[src/rtl/dcache_flush_engine_pkg.sv]
// Shared types and helpers for the dcache flush/invalidate sequencer.
// Tag-word bit positions and the write-back address layout live here so other engines agree on them.
package dcache_pkg;

  typedef enum logic [2:0] {
    ST_IDLE,
    ST_RD,
    ST_CHK,
    ST_WB,
    ST_UPD,
    ST_NEXT,
    ST_DONE
  } flush_state_e;

  localparam int NUM_SETS_DEF    = 16;
  localparam int NUM_WAYS_DEF    = 2;
  localparam int LINE_BITS_DEF   = 256;
  localparam int ADDR_BITS_DEF   = 32;
  localparam int OFFSET_BITS_DEF = 5;
  localparam int TAG_BITS_DEF    = 25;

  // A direct-mapped cache still needs a one-bit way select.
  function automatic int way_width(input int num_ways);
    return (num_ways > 1) ? $clog2(num_ways) : 1;
  endfunction

  localparam int IDX_W = $clog2(NUM_SETS_DEF);
  localparam int WAY_W = way_width(NUM_WAYS_DEF);

  function automatic int valid_bit(input int tag_bits);
    return tag_bits - 1;
  endfunction

  function automatic int dirty_bit(input int tag_bits);
    return tag_bits - 2;
  endfunction

  // Line address {atag, idx, zero offset}; the caller truncates to its address width.
  function automatic logic [63:0] compose_addr(input logic [63:0] atag,
                                               input logic [63:0] idx,
                                               input int          idx_w,
                                               input int          off_w);
    return (atag << (idx_w + off_w)) | (idx << off_w);
  endfunction

endpackage

[src/rtl/dcache_flush_engine_if.sv]
// Tag/data SRAM port and Data_Memory write port used by the flush engine.
// The master side is the engine; the slave side is the dcache SRAM plus the memory arbiter.
interface dcache_flush_engine_if #(
  parameter int NUM_SETS  = dcache_pkg::NUM_SETS_DEF,
  parameter int NUM_WAYS  = dcache_pkg::NUM_WAYS_DEF,
  parameter int LINE_BITS = dcache_pkg::LINE_BITS_DEF,
  parameter int ADDR_BITS = dcache_pkg::ADDR_BITS_DEF,
  parameter int TAG_BITS  = dcache_pkg::TAG_BITS_DEF
);
  localparam int IW = $clog2(NUM_SETS);
  localparam int WW = dcache_pkg::way_width(NUM_WAYS);

  logic [IW-1:0]        sram_idx;
  logic [WW-1:0]        sram_way;
  logic [TAG_BITS-1:0]  sram_tag_rd;
  logic [LINE_BITS-1:0] sram_data;
  logic                 sram_we;
  logic [TAG_BITS-1:0]  sram_tag_wr;

  logic                 mem_enable;
  logic                 mem_write;
  logic [ADDR_BITS-1:0] mem_addr;
  logic [LINE_BITS-1:0] mem_data;
  logic                 mem_ack;

  modport master (
    output sram_idx, sram_way, sram_we, sram_tag_wr,
    output mem_enable, mem_write, mem_addr, mem_data,
    input  sram_tag_rd, sram_data, mem_ack
  );

  modport slave (
    input  sram_idx, sram_way, sram_we, sram_tag_wr,
    input  mem_enable, mem_write, mem_addr, mem_data,
    output sram_tag_rd, sram_data, mem_ack
  );

endinterface

[src/rtl/dcache_flush_engine_walker.sv]
// Set/way walker: way is the fast index, set the slow one; 'last' flags the final entry.
// Kept generic so a scrub or prefetch engine can reuse the same traversal order.
module flush_walker
  import dcache_pkg::*;
#(
  parameter  int NUM_SETS = NUM_SETS_DEF,
  parameter  int NUM_WAYS = NUM_WAYS_DEF,
  localparam int IW       = $clog2(NUM_SETS),
  localparam int WW       = way_width(NUM_WAYS)
) (
  input  logic          clk_i,
  input  logic          rst_i,
  input  logic          clr,
  input  logic          inc,
  output logic [IW-1:0] idx,
  output logic [WW-1:0] way,
  output logic          last
);

  always_ff @(posedge clk_i) begin
    if (!rst_i || clr) begin
      idx <= '0;
      way <= '0;
    end else if (inc) begin
      if (way == WW'(NUM_WAYS - 1)) begin
        way <= '0;
        idx <= idx + IW'(1);
      end else begin
        way <= way + WW'(1);
      end
    end
  end

  assign last = (idx == IW'(NUM_SETS - 1)) && (way == WW'(NUM_WAYS - 1));

endmodule

[src/rtl/dcache_flush_engine.sv]
// Walks every dcache entry, writes valid+dirty lines back to Data_Memory, then clears
// dirty (and valid in invalidate mode) in the tag SRAM.
module dcache_flush_engine
  import dcache_pkg::*;
#(
  parameter int NUM_SETS    = NUM_SETS_DEF,
  parameter int NUM_WAYS    = NUM_WAYS_DEF,
  parameter int LINE_BITS   = LINE_BITS_DEF,
  parameter int ADDR_BITS   = ADDR_BITS_DEF,
  parameter int OFFSET_BITS = OFFSET_BITS_DEF,
  parameter int TAG_BITS    = TAG_BITS_DEF
) (
  input  logic        clk_i,
  input  logic        rst_i,
  input  logic        flush_req_i,
  input  logic        invalidate_i,
  output logic        flush_busy_o,
  output logic        flush_done_o,
  output logic [15:0] wb_count_o,
  dcache_flush_engine_if.master bus
);

  localparam int IW   = $clog2(NUM_SETS);
  localparam int WW   = way_width(NUM_WAYS);
  localparam int ATAG = ADDR_BITS - IW - OFFSET_BITS;
  localparam int VB   = valid_bit(TAG_BITS);
  localparam int DB   = dirty_bit(TAG_BITS);

  flush_state_e         state, state_n;
  logic                 inv_q;
  logic [15:0]          wb_count;
  logic [TAG_BITS-1:0]  tag_q;
  logic [LINE_BITS-1:0] data_q;
  logic [TAG_BITS-1:0]  upd_tag;
  logic [ADDR_BITS-1:0] wb_addr;
  logic [IW-1:0]        idx;
  logic [WW-1:0]        way;
  logic                 last;
  logic                 start;

  assign start = (state == ST_IDLE) && flush_req_i;

  flush_walker #(
    .NUM_SETS (NUM_SETS),
    .NUM_WAYS (NUM_WAYS)
  ) u_walker (
    .clk_i (clk_i),
    .rst_i (rst_i),
    .clr   (start),
    .inc   (state == ST_NEXT),
    .idx   (idx),
    .way   (way),
    .last  (last)
  );

  always_ff @(posedge clk_i) begin
    if (!rst_i) begin
      state    <= ST_IDLE;
      inv_q    <= 1'b0;
      wb_count <= '0;
      tag_q    <= '0;
      data_q   <= '0;
    end else begin
      state <= state_n;
      if (start) begin
        inv_q    <= invalidate_i;
        wb_count <= '0;
      end
      if (state == ST_CHK) begin
        tag_q  <= bus.sram_tag_rd;
        data_q <= bus.sram_data;
      end
      if (state == ST_WB && bus.mem_ack && wb_count != 16'hFFFF) begin
        wb_count <= wb_count + 16'd1;
      end
    end
  end

  // Only the state bits change; the address tag and any spare bits are written back untouched.
  always_comb begin
    upd_tag     = tag_q;
    upd_tag[DB] = 1'b0;
    if (inv_q) begin
      upd_tag[VB] = 1'b0;
    end
  end

  assign wb_addr = ADDR_BITS'(compose_addr(64'(tag_q[ATAG-1:0]), 64'(idx), IW, OFFSET_BITS));

  // The CHK decision uses the live SRAM word, which is also being captured this cycle.
  always_comb begin
    state_n         = state;
    flush_busy_o    = (state != ST_IDLE);
    flush_done_o    = 1'b0;
    bus.sram_we     = 1'b0;
    bus.sram_tag_wr = '0;
    bus.mem_enable  = 1'b0;
    bus.mem_write   = 1'b0;
    bus.mem_addr    = '0;
    bus.mem_data    = '0;
    case (state)
      ST_IDLE: begin
        if (flush_req_i) begin
          state_n = ST_RD;
        end
      end
      ST_RD: begin
        state_n = ST_CHK;
      end
      ST_CHK: begin
        if (bus.sram_tag_rd[VB] && bus.sram_tag_rd[DB]) begin
          state_n = ST_WB;
        end else if (bus.sram_tag_rd[VB] && inv_q) begin
          state_n = ST_UPD;
        end else begin
          state_n = ST_NEXT;
        end
      end
      ST_WB: begin
        bus.mem_enable = 1'b1;
        bus.mem_write  = 1'b1;
        bus.mem_addr   = wb_addr;
        bus.mem_data   = data_q;
        if (bus.mem_ack) begin
          state_n = ST_UPD;
        end
      end
      ST_UPD: begin
        bus.sram_we     = 1'b1;
        bus.sram_tag_wr = upd_tag;
        state_n         = ST_NEXT;
      end
      ST_NEXT: begin
        state_n = last ? ST_DONE : ST_RD;
      end
      ST_DONE: begin
        flush_done_o = 1'b1;
        state_n      = ST_IDLE;
      end
      default: begin
        state_n = ST_IDLE;
      end
    endcase
  end

  assign bus.sram_idx = idx;
  assign bus.sram_way = way;
  assign wb_count_o   = wb_count;

endmodule

[src/flat_wrapper.sv]
// flat-port wrapper written by rule: the top's interface ports become plain ports
module dcache_flush_engine_flat import dcache_pkg::*;
#(
  parameter int NUM_SETS    = NUM_SETS_DEF,
  parameter int NUM_WAYS    = NUM_WAYS_DEF,
  parameter int LINE_BITS   = LINE_BITS_DEF,
  parameter int ADDR_BITS   = ADDR_BITS_DEF,
  parameter int OFFSET_BITS = OFFSET_BITS_DEF,
  parameter int TAG_BITS    = TAG_BITS_DEF
)
  (clk_i, rst_i, flush_req_i, invalidate_i, flush_busy_o, flush_done_o, wb_count_o, bus_sram_idx, bus_sram_way, bus_sram_we, bus_sram_tag_wr, bus_mem_enable, bus_mem_write, bus_mem_addr, bus_mem_data, bus_sram_tag_rd, bus_sram_data, bus_mem_ack);
  dcache_flush_engine_if #(.NUM_SETS(NUM_SETS), .NUM_WAYS(NUM_WAYS), .LINE_BITS(LINE_BITS), .ADDR_BITS(ADDR_BITS), .TAG_BITS(TAG_BITS)) bus_i ();
  input  logic clk_i;
  input  logic rst_i;
  input  logic flush_req_i;
  input  logic invalidate_i;
  output logic flush_busy_o;
  output logic flush_done_o;
  output logic [15:0] wb_count_o;
  output wire logic [$bits(bus_i.sram_idx)-1:0] bus_sram_idx;
  output wire logic [$bits(bus_i.sram_way)-1:0] bus_sram_way;
  output wire logic [$bits(bus_i.sram_we)-1:0] bus_sram_we;
  output wire logic [$bits(bus_i.sram_tag_wr)-1:0] bus_sram_tag_wr;
  output wire logic [$bits(bus_i.mem_enable)-1:0] bus_mem_enable;
  output wire logic [$bits(bus_i.mem_write)-1:0] bus_mem_write;
  output wire logic [$bits(bus_i.mem_addr)-1:0] bus_mem_addr;
  output wire logic [$bits(bus_i.mem_data)-1:0] bus_mem_data;
  input wire logic [$bits(bus_i.sram_tag_rd)-1:0] bus_sram_tag_rd;
  input wire logic [$bits(bus_i.sram_data)-1:0] bus_sram_data;
  input wire logic [$bits(bus_i.mem_ack)-1:0] bus_mem_ack;
  assign bus_sram_idx = bus_i.sram_idx;
  assign bus_sram_way = bus_i.sram_way;
  assign bus_sram_we = bus_i.sram_we;
  assign bus_sram_tag_wr = bus_i.sram_tag_wr;
  assign bus_mem_enable = bus_i.mem_enable;
  assign bus_mem_write = bus_i.mem_write;
  assign bus_mem_addr = bus_i.mem_addr;
  assign bus_mem_data = bus_i.mem_data;
  assign bus_i.sram_tag_rd = bus_sram_tag_rd;
  assign bus_i.sram_data = bus_sram_data;
  assign bus_i.mem_ack = bus_mem_ack;
  dcache_flush_engine #(.NUM_SETS(NUM_SETS), .NUM_WAYS(NUM_WAYS), .LINE_BITS(LINE_BITS), .ADDR_BITS(ADDR_BITS), .OFFSET_BITS(OFFSET_BITS), .TAG_BITS(TAG_BITS)) u_core (.clk_i(clk_i), .rst_i(rst_i), .flush_req_i(flush_req_i), .invalidate_i(invalidate_i), .flush_busy_o(flush_busy_o), .flush_done_o(flush_done_o), .wb_count_o(wb_count_o), .bus(bus_i));
endmodule
[config.mk]
export PLATFORM = sky130hd
export DESIGN_NAME = dcache_flush_engine_flat
export DESIGN_NICKNAME = d
export VERILOG_FILES = /design/src/rtl/dcache_flush_engine_pkg.sv /design/src/rtl/dcache_flush_engine_if.sv /design/src/rtl/dcache_flush_engine_walker.sv /design/src/rtl/dcache_flush_engine.sv /design/src/flat_wrapper.sv
export SDC_FILE = /design/constraint.sdc
export NUM_CORES = 1
export LEC_CHECK = 0
export BUFFER_PORTS_ARGS = -buffer_cell sky130_fd_sc_hd__buf_2
export CAP_MARGIN = 5
export CORE_AREA = 2 2 246 248
export DETAILED_ROUTE_END_ITERATION = 12
export DIE_AREA = 0 0 248 250
export GPL_TIMING_DRIVEN = 0
export PLACE_DENSITY = 0.54
export SYNTH_ARGS = -nofsm -noshare
export SYNTH_HDL_FRONTEND = slang
export SYNTH_SLANG_ARGS = --single-unit
[constraint.sdc]
create_clock -name clk_i -period 2.7 [get_ports clk_i]
set_clock_uncertainty 0.05 [all_clocks]
set_input_delay 0.54 -clock clk_i [delete_from_list [all_inputs] [get_ports clk_i]]
set_output_delay 0.54 -clock clk_i [all_outputs]
set_load 0.005 [all_outputs]
Word level (Yosys, flattened, before mapping)
Cells that the tools add are included.
{"block": "classes", "n_eq_ne": 10, "muxes": 16, "n_reduce_logical": 13, "add_sub_neg": 3, "bitwise": 1}
{"operator": "2-to-1 mux 256 bit", "n": 1}
{"operator": "2-to-1 mux 16 bit", "n": 2}
{"operator": "2-to-1 mux 32 bit", "n": 1}
{"operator": "bitwise OR 32 x 9 -> 32 bit", "n": 1}
{"operator": "2-to-1 mux 25 bit", "n": 1}
{"operator": "one-hot mux 3 bit (6 select lines)", "n": 1}
{"operator": "adder 16 x 1 -> 16 bit (second input constant)", "n": 1}
{"operator": "inequality test 16 bit (second input constant)", "n": 1}
{"operator": "2-to-1 mux 3 bit", "n": 4}
{"operator": "== test 3 bit (second input constant)", "n": 3}
{"operator": "== test 3 x 2 -> 1 bit (second input constant)", "n": 2}
{"operator": "logical AND 1 bit", "n": 6}
{"operator": "2-to-1 mux 1 bit", "n": 6}
{"operator": "adder 4 x 1 -> 4 bit (second input constant)", "n": 1}
{"operator": "== test 4 bit (second input constant)", "n": 1}
{"operator": "inequality test 2 bit (second input constant)", "n": 2}
{"operator": "AND reduction 2 bit", "n": 2}
{"operator": "== test 3 x 1 -> 1 bit (second input constant)", "n": 1}
{"operator": "zero test 3 bit", "n": 1}
{"operator": "nonzero test 3 bit", "n": 1}
{"operator": "nonzero test 2 bit", "n": 1}
{"operator": "adder 1 bit (second input constant)", "n": 1}
{"operator": "zero test 1 bit", "n": 1}
{"operator": "logical OR 1 bit", "n": 1}
{"block": "totals", "wordCells": 50, "out_inout_bits": 339, "ff_bits": 306, "input_bits": 286}

Logic depth before layout (Yosys ltp)
{"block": "depth", "depth_word": 4, "mapped_depth": 8, "depth_no_buf": 5}

By module
Synthesis repeated with hierarchy kept, for this count alone.
{"block": "unflattened", "cells_unflattened": 1741, "hier_area_um2": 13012.5}
{"mod": "dcache_flush_engine", "instances": 1, "cells_per_inst": 1718, "area_each_um2": 12799.8}
{"mod": "flush_walker", "instances": 1, "cells_per_inst": 23, "area_each_um2": 212.7}

Worst setup path after synthesis
Ideal clock, no wire load.
{"block": "synth_timing", "kind": "flip-flop to flip-flop", "startpoint": "register u_core.wb_count[0] (netlist: u_core.wb_count_o[0])", "endpoint": "register u_core.wb_count[13] (netlist: u_core.wb_count_o[13])", "n_path_buf": 1, "path_stages_with_launch": 7, "setup_ns": 0.122, "t_arrival_ns": 1.927, "setup_slack_ns": 0.602, "required_ns": 2.528, "cell_sequence": "dfxtp_1 ha_1 nand4_4 or4_4 buf_6 and4_4 a221o_1"}
{"block": "synth_via", "elab_chain_cells": 3, "word_cells_on_any_way": 5}
{"element": "start: declaration", "line_no": "dcache_flush_engine.sv:31", "source": "logic [15:0] wb_count;"}
{"element": "start signal: assignment", "line_no": "dcache_flush_engine.sv:74", "source": "wb_count <= wb_count + 16'd1;"}
{"element": "branches (longest 3 deep; another with adder 16 x 1 -> 16 bit)"}
Several ways; the timed one is not identified.
A chain may end at the register's enable or synchronous reset.

Final worst setup path
{"block": "layout_timing", "startpoint": "register u_core.state[0]", "endpoint": "output port bus_mem_data[31]"}
{"block": "layout_via", "elab_chain_cells": 2}
{"element": "start: declaration", "line_no": "dcache_flush_engine.sv:29", "source": "flush_state_e state, state_n;"}
{"element": "start signal: assignment", "line_no": "dcache_flush_engine.sv:64", "source": "state <= state_n;"}
{"element": "== test 3 x 2 -> 1 bit", "line_no": "dcache_flush_engine.sv:101", "source": "case (state)"}
{"element": "2-to-1 mux 256 bit", "line_no": "dcache_flush_engine.sv:101"}
{"element": "end: declaration", "line_no": "flat_wrapper.sv:27", "source": "output wire logic [$bits(bus_i.mem_data)-1:0] bus_mem_data;"}
No other way between the ends.

==> qor.txt <==
Arr. time, crit path - 2.02 ns
P_leak - 8.41 nW
DPL Wire Length - 40900 um
vertical die dimension - 250 um
reg2reg end - u_core.data_q[113]
first-pass GRT wire length - 77800 um
Congestion Overflow GR - 0
Hold EP - u_core.data_q[102]
reg-to-reg critical path startpoint - u_core.state[0]
Int Pwr - 8.25 mW
mean routed wirelength per cell - 16.6 um
Data required, critical path - 2.11 ns
CP startpoint kind - flip-flop
drt drc - 0
Std-Cell Rows - 90
Placeable Area - 0.0596 mm2
VDD IR max - 0.000481 V
DP Worst Slack - -0.739 ns
Netlist Area Pre-Place - 0.0131 mm2
all-layer global routing usage - 16.3%
via count - 13700
Final Non-Filler Cells - 3210
Synth Warn # - 0
vias per std cell - 4.27
pin count of the biggest net entering global routing - 13
cells on worst reg2reg path - 7
asr flop ratio synth - 0%
EDFF count, synth - 0
fin crit share - 96.5%
drt total wl - 53400 um
reg2reg setup slack - 0.35 ns
DR iter-0 viols - 614
DRT Pass-1 Iters - 4
Yosys reg bits - 305
Design Power - 11.1 mW
count of different cell masters after synthesis - 55
H-tree Lvls - 2
critical path class - flip-flop to output port
Worst-Skew Late Latency - 0.52 ns
logic gate share of total power - 11.0%
average cell area after synthesis - 7.52 um2
Die X-Extent - 248 um
final setup margin - 0.0943 ns
Net Sw Frac - 25.9%
critical path capture point type - output port
vias in the first global route - 13000
min cycle time layout - 2.61 ns
Cells after Synth - 1738
P_sw - 2.88 mW
hold path startpoint - bus_sram_data[102]
max_cap viols - 0
Sink Count - 305
placed cell count - 3143
Starting Density - 21.9%
DRT antenna net count - 0
Max Slew Vio Count - 0
clock-pin slew on the worst setup and hold paths - 0.06 ns
CTS tree - built
number of buffers created by CTS - 37
initial antenna violation count - 10
unrepaired setup endpoints after global routing - yes
final setup vio count - 0
commonest non-fill, non-tap cell in the layout - buf_2
Fill cells - 6602
status - completed
area taken by flip-flops and latches - 0.00611 mm2
sequential area share after synthesis - 46.7%
Area Overhead vs Synth - 42.1%
clk buf depth - 3
pwr dens - 600 mW/mm2
Worst-Margin Slew - 0.979 ns
placer congestion estimate - 0.869
Root Driver - clkbuf_16
Hold Path Class - input port to flip-flop
worst relative slew slack - 34.7%
sequential share of power - 43.8%
Fin. Hold Viols - 0
Die ar. - 0.0620 mm2
post-route core utilization - 31.2%
commonest cells after routing, fill and taps aside - buf_2, nand2_1, and2_1, dfxtp_1, a21oi_1
maximum clock frequency - 384 MHz
nets - 2687
area of the multi-input gates - 0.00643 mm2
Top FF cell, synth - dfxtp_1
Port Buffers - 618
# IOs - 625
Critical Path Fanout Max - 10
Worst Hold Depth - 3
Clock Power Share - 45.2%
layout cell share with drive strength beyond 1 - 30.7%
worst max path at each step:
stage | endpoint | slack [ns] | from | cells after the start
6_report | bus_mem_data[31] | 0.09 | u_core.state[0] | 6
5_1_grt | bus_sram_tag_wr[4] | -0.005 | u_core.state[2] | 6
4_1_cts | bus_mem_data[196] | 0.004 | u_core.state[0] | 6
3_5_place_dp | bus_mem_data[188] | -0.74 | u_core.state[0] | 7
3_3_place_gp | bus_mem_data[188] | -0.76 | u_core.state[0] | 7
2_1_floorplan | u_core.wb_count_o[13] | 0.60 | u_core.wb_count_o[0] | 6
power groups by stage:
| stage | logic [mW] | clock network (mW) | registers [mW] |
|---|---|---|---|
| after global routing | 1.38 | 5.35 | 4.91 |
| after floorplan | 0.675 | 0 | 4.92 |
| after detailed placement | 1.23 | 0 | 4.96 |
| after global placement | 1.23 | 0 | 4.96 |
| after CTS | 1.24 | 5.18 | 4.88 |
| final | 1.23 | 5.03 | 4.88 |
sequential cells by signal, summed over array words and instances (netlist names):
| signal | count |
|---|---|
| u_core.wb_count_o | 16 |
| u_core.tag_q | 24 |
| u_core.inv_q | 1 |
| u_core.state | 3 |
| u_core.u_walker.way | 1 |
| u_core.u_walker.idx | 4 |
| u_core.data_q | 256 |
per-layer routing:
metal | part of all wire, % | vias to the layer above | track usage (%)
li1 | - | 6904 | -
met1 | 42 | 6289 | 20.0
met2 | 48 | 417 | 27.8
met3 | 7.0 | 81 | 4.16
met4 | 2.6 | 8 | 5.13
met5 | 0.11 | - | 0
timing repair:
action	CTS	global route
endpoints found under the setup margin	446	149
resized for setup	64	24
hold buffers	0	0
gates cloned	0	0
pin swaps	1	0
setup buffers	4	0
cell families after synthesis:
kind of cell / count (synthesis) / share of synthesized area [%]
buffers and inverters: 145 / 4.46
other: 1 / 0.0287
flip-flops: 305 / 46.7
adder cells (fa/ha/maj): 2 / 0.191
AND/OR/NAND/NOR: 950 / 34.7
XOR/XNOR: 6 / 0.402
AO/OA/AOI/OAI: 328 / 13.4
multiplexers: 1 / 0.0766
per-stage QoR:
| step | setup TNS [ns] | instance area (um2) | hold slack [ns] |
|---|---|---|---|
| after floorplan | 0 | 13100 | 0.382 |
| after global placement | -139.99 | 17200 | 0.388 |
| after detailed placement | -149.95 | 17200 | 0.392 |
| after CTS | 0 | 18500 | 0.146 |
| after global routing | -0.0127 | 18600 | 0.160 |
| final | 0 | 18600 | 0.190 |
area by class of cell:
type                       instances  share of cell area (%)
sequential                       305                    32.9
multi-input combinational       1293                    34.6
inverter                           3                  0.0606
buffer                           137                    3.70
timing repair buffer             622                    16.8
clock buffer                      52                    5.83
clock inverter                     9                   0.647
tap                              782                    5.27
antenna                            7                  0.0943
cell usage after synthesis (3+ instances only):
library cell	n	area [um2]
clkbuf_1	123	462
and2_1	307	1920
or3_1	3	18.8
xor2_1	4	35.0
nand4_1	6	37.5
buf_1	7	26.3
o211ai_1	5	37.5
a21o_1	4	30.0
nor2_1	12	45.0
nor2b_1	4	25.0
nand2_1	573	2150
buf_4	7	52.6
buf_2	4	20.0
nand3b_1	4	30.0
dfxtp_1	305	6110
nor3_1	4	20.0
and3b_1	3	26.3
a211oi_1	5	37.5
a22o_1	4	35.0
o21ai_0	6	30.0
or4_1	3	22.5
a21oi_1	288	1440
nor4_1	3	18.8
nand3_1	10	50.1
nand2b_1	5	31.3
worst max-delay path, cell delays in order, from the launching register on:
cell and delay [ns]:
dfxtp_4 0.40, and3b_2 0.22, buf_6 0.14, clkbuf_16 0.17, clkbuf_4 0.19, and2_1 0.20
buf_2 0.15
No activity file was read; power rests on OpenSTA's default activity.
